### config.mk
export PLATFORM = sky130hd
export DESIGN_NAME = uart_tx_fifo
export DESIGN_NICKNAME = d
export VERILOG_FILES = /design/src/rtl/uart_tx_fifo.sv
export SDC_FILE = /design/constraint.sdc
export NUM_CORES = 1
export LEC_CHECK = 0
export CAP_MARGIN = 20
export CORE_MARGIN = 5
export CORE_UTILIZATION = 50
export CTS_CLUSTER_SIZE = 14
export DETAILED_ROUTE_END_ITERATION = 10
export PLACE_DENSITY = 0.77
export SYNTH_ARGS = -nofsm -noshare
export SYNTH_HDL_FRONTEND = slang
export SYNTH_SLANG_ARGS = --single-unit
### constraint.sdc
create_clock -name CLK_IN -period 2.7 [get_ports CLK_IN]
set_input_delay 0.27 -clock CLK_IN [delete_from_list [all_inputs] [get_ports CLK_IN]]
set_output_delay 0.27 -clock CLK_IN [all_outputs]
set_load 0.02 [all_outputs]
### src/rtl/uart_tx_fifo.sv
// 8N1 UART transmitter fed by a small circular byte FIFO over a valid/ready interface.
// Queued bytes are sent back-to-back; the next start bit begins on the edge the stop bit ends.
module uart_tx_fifo #(
   parameter int unsigned CLKS_PER_BIT = 104,
   parameter int unsigned FIFO_DEPTH   = 4
) (
   input  logic                        CLK_IN,
   input  logic                        RST_IN,
   input  logic [7:0]                  IN_DATA_i,
   input  logic                        IN_VALID_i,
   output logic                        IN_READY_o,
   output logic                        UART_TX_o,
   output logic                        BUSY_o,
   output logic [$clog2(FIFO_DEPTH):0] FIFO_COUNT_o
);

   localparam int unsigned PtrW    = $clog2(FIFO_DEPTH);
   localparam int unsigned CntW    = PtrW + 1;
   localparam int unsigned BitCntW = $clog2(CLKS_PER_BIT);

   typedef enum logic [1:0] {StIdle, StStart, StData, StStop} state_e;

   logic [7:0]         mem_q [FIFO_DEPTH];
   logic [PtrW-1:0]    wr_ptr_q, rd_ptr_q;
   logic [CntW-1:0]    count_q;
   state_e             state_q, state_d;
   logic [BitCntW-1:0] bit_cnt_q, bit_cnt_d;
   logic [2:0]         bit_idx_q, bit_idx_d;
   logic [7:0]         shift_q, shift_d;
   logic               tx_q, tx_d;
   logic               busy_q, busy_d;
   logic               push, pop, bit_done;

   // Ready depends only on the registered count, never on IN_VALID_i.
   assign IN_READY_o   = (count_q < CntW'(FIFO_DEPTH));
   assign push         = IN_VALID_i && IN_READY_o;
   assign bit_done     = (bit_cnt_q == BitCntW'(CLKS_PER_BIT - 1));
   assign UART_TX_o    = tx_q;
   assign BUSY_o       = busy_q;
   assign FIFO_COUNT_o = count_q;

   always_comb begin
      state_d   = state_q;
      bit_cnt_d = bit_done ? '0 : bit_cnt_q + BitCntW'(1);
      bit_idx_d = bit_idx_q;
      shift_d   = shift_q;
      tx_d      = tx_q;
      busy_d    = busy_q;
      pop       = 1'b0;
      case (state_q)
         StIdle: begin
            tx_d      = 1'b1;
            busy_d    = 1'b0;
            bit_cnt_d = '0;
            if (count_q != '0) begin
               pop     = 1'b1;
               shift_d = mem_q[rd_ptr_q];
               state_d = StStart;
               tx_d    = 1'b0;
               busy_d  = 1'b1;
            end
         end
         StStart: begin
            if (bit_done) begin
               state_d   = StData;
               bit_idx_d = '0;
               tx_d      = shift_q[0];
            end
         end
         StData: begin
            if (bit_done) begin
               if (bit_idx_q == 3'd7) begin
                  state_d = StStop;
                  tx_d    = 1'b1;
               end else begin
                  bit_idx_d = bit_idx_q + 3'd1;
                  shift_d   = {1'b0, shift_q[7:1]};
                  tx_d      = shift_q[1];
               end
            end
         end
         StStop: begin
            if (bit_done) begin
               if (count_q != '0) begin
                  pop     = 1'b1;
                  shift_d = mem_q[rd_ptr_q];
                  state_d = StStart;
                  tx_d    = 1'b0;
               end else begin
                  state_d = StIdle;
                  busy_d  = 1'b0;
               end
            end
         end
         default: state_d = StIdle;
      endcase
      if (state_d != state_q) bit_cnt_d = '0;
   end

   always_ff @(posedge CLK_IN) begin
      if (RST_IN) begin
         wr_ptr_q  <= '0;
         rd_ptr_q  <= '0;
         count_q   <= '0;
         state_q   <= StIdle;
         bit_cnt_q <= '0;
         bit_idx_q <= '0;
         shift_q   <= '0;
         tx_q      <= 1'b1;
         busy_q    <= 1'b0;
      end else begin
         state_q   <= state_d;
         bit_cnt_q <= bit_cnt_d;
         bit_idx_q <= bit_idx_d;
         shift_q   <= shift_d;
         tx_q      <= tx_d;
         busy_q    <= busy_d;
         if (push) wr_ptr_q <= wr_ptr_q + PtrW'(1);
         if (pop)  rd_ptr_q <= rd_ptr_q + PtrW'(1);
         if (push && !pop) begin
            count_q <= count_q + CntW'(1);
         end else if (pop && !push) begin
            count_q <= count_q - CntW'(1);
         end
      end
   end

   always_ff @(posedge CLK_IN) begin
      if (push && !RST_IN) mem_q[wr_ptr_q] <= IN_DATA_i;
   end

endmodule

==> reports/metrics.csv <==
metric,value,unit
synth top area cells,"edfxtp_1 33%, dfxtp_1 21%, mux4_2 6.2%, ha_1 5.6%, mux2_2 3.5%",
wire length per cell,15.7,um
Synth top area share,32.8,%
"count leader, synth",edfxtp_1,
DRC,0,
register area share after synthesis,54.1,%
period utilization,95.2,%
Post-Place Worst Slack,50.8,ps
Die Wd,86.5,um
area delta synth->final,16.5,%
GP Congestion,0.852,
maximum clock frequency,389,MHz
Min-Delay Path Class,reg -> reg,
Final Util,60.8,%
mux contribution to synthesized area,12.7,%
max_slew headroom,64.7,%
Port Buffers,16,
H-Tree Depth,3,
Num Clock Sinks,63,
worst-path maximum fanout,6,
post-CTS setup repair buffer count,0,
total of fill cells in the finished design,444,
final slew viol count,0,
dpl cell area,0.00318,mm^2
startpoint types,flip-flop,
Worst-Margin Slew,527,ps
grt total ovfl,0,
Die Y,86.5,um
first-pass GRT wire length,8960,um
DR pass1 iterations,5,
CP Capture Type,flip-flop,
Max-Cap Viols,0,
number of hold buffers added after cts,0,
Clock transition at path regs,70,ps
antenna-violating nets left,0,
GRT Util Overall,15.5,%
Clock Latency Late Sink,340,ps
Tmin final,2570,ps
core footprint,0.00561,mm^2
Inserted Clock Buffers,9,
ys async rst share,0,%
largest family of logic cells by synthesized area,simple AND/OR/NAND/NOR gates,
Synth Cell Area,0.00293,mm^2
Worst EP arrival,2840,ps
post-synthesis adder-cell area fraction,6.24,%
initial drt markers,127,
Boundary Pins,17,
Yosys Warn Count,0,
final wirelength,5250,um
Final Setup Violations,0,
RSZ-0062 raised after global routing,false,
number of synthesized flops with an enable pin,32,
Final Skew,10.2,ps
Mean Syn Cell Area,12.4,um^2
CTS root buffer,clkbuf_8,
WP data required,2970,ps
Vias/cell,5.53,
setup TNS,0,ps
VDD IR max,0.437,mV
"area leader, netlist",edfxtp_1,
number of global-route vias before repair,1852,
Netlist cell types,45,
layout cells sized above 1,18.6,%
Commonest cells post-synth,"32 x edfxtp_1, 31 x dfxtp_1, 22 x nor2_1",
status,"finished, final reports clean",
Synth Area in XOR/XNOR,2.40,%
setup ws final,130,ps
Vias,1854,
DIE AREA,0.00748,mm^2
synthesized flop and latch total,63,
DP HPWL,3670,um
Synth Area in Simple Gates,14.4,%
Ant. Diodes,0,
Compound-Gate Fraction of Synth Area,7.74,%
# rows,27,
initial antenna violation count,0,
Pwr Total,3.09,mW
cells after synthesis,236,
syn nets,261,
largest net degree at the start of global routing,16,
P_leak,1.19,nW
pwr dens,906,mW/mm^2
Synth Flop Type,edfxtp_1,
Initial Util,52.2,%
Layout Nets,284,
CTS tree,yes,
Crit Path Category,reg -> reg,
Final Hold Fails,0,
cell area after layout,0.00341,mm^2
clock tree buffer depth,2,
-- flip-flops by register name (all words and copies together), names as in the netlist, named ones only --
signal	count
mem_q	32
shift_q	8
bit_cnt_q	7
FIFO_COUNT_o	3
bit_idx_q	3
rd_ptr_q	2
state_q	2
wr_ptr_q	2
BUSY_o	1
UART_TX_o	1
-- area by class of cell --
type	instances	area (um^2)	share of cell area, %
multi-input cells	155	1290	37.7
inverters	7	26.3	0.771
clock buffers	9	124	3.63
clock inverters	6	86.3	2.53
well taps	72	90.1	2.64
flip-flops and latches	63	1580	46.4
repair buffers	23	213	6.24
-- stage by stage --
step / hold WS (ps) / cells
detailed placement: 452 / 320
global route: 483 / 335
finish: 458 / 335
floorplan: 369 / 236
CTS: 461 / 335
global placement: 442 / 320
-- critical path: stages, from the launching register on --
cell	delay, ps
dfxtp_1	330
ha_1	240
and3_1	280
a31oi_4	240
or3_1	150
ha_1	180
inv_1	60
fa_1	380
xor2_1	170
or3_1	320
a21oi_1	150
-- layer usage --
layer,global-route usage (%),share of wire [%]
met5,0,0
met4,6.37,1.3
met3,4.85,5.5
met2,24.1,49
met1,20.0,44
-- cells by family after synthesis --
family                     Yosys count
buffers and inverters               18
muxes                               26
xor gates and xnor gates             8
DFF                                 63
AOI/OAI and AO/OA                   31
adders and majority gates           14
and+or+nand+nor                     76
-- power breakdown --
group | internal, mW | total [mW] | switching (mW) | leakage, nW
Combinational | 0.484 | 0.928 | 0.444 | 0.540
Sequential | 1.16 | 1.29 | 0.134 | 0.544
Clock | 0.512 | 0.871 | 0.359 | 0.105
-- cell usage in the layout, fill, tap and decap left out, types with 7 or more instances in the layout --
| master | instances |
|---|---|
| edfxtp_1 | 32 |
| dfxtp_1 | 30 |
| nor2_1 | 22 |
| clkdlybuf4s50_1 | 16 |
| nor2b_1 | 13 |
| a21oi_1 | 13 |
| ha_1 | 13 |
| mux2i_1 | 9 |
| mux2_2 | 9 |
| clkbuf_8 | 9 |
| mux4_2 | 8 |
| inv_1 | 7 |
| nor3_1 | 7 |
| buf_4 | 7 |
-- final timing paths --
| check | startpoint | to | slack [ps] | depth (start not counted) |
|---|---|---|---|---|
| setup reg to reg | bit_cnt_q[0] | FIFO_COUNT_o[2] | 130 | 10 |
| setup / recovery | bit_cnt_q[0] | FIFO_COUNT_o[2] | 130 | 10 |
| hold reg to reg | bit_cnt_q[0] | bit_cnt_q[0] | 460 | 1 |
| hold / removal | bit_cnt_q[0] | bit_cnt_q[0] | 460 | 1 |
-- timing repair --
item                                    CTS  global route
endpoints found under the setup margin    0             1
gates resized for setup                   0             3
hold endpoints to repair                  0             0
Note: power is estimated with default switching activity, not from simulation.
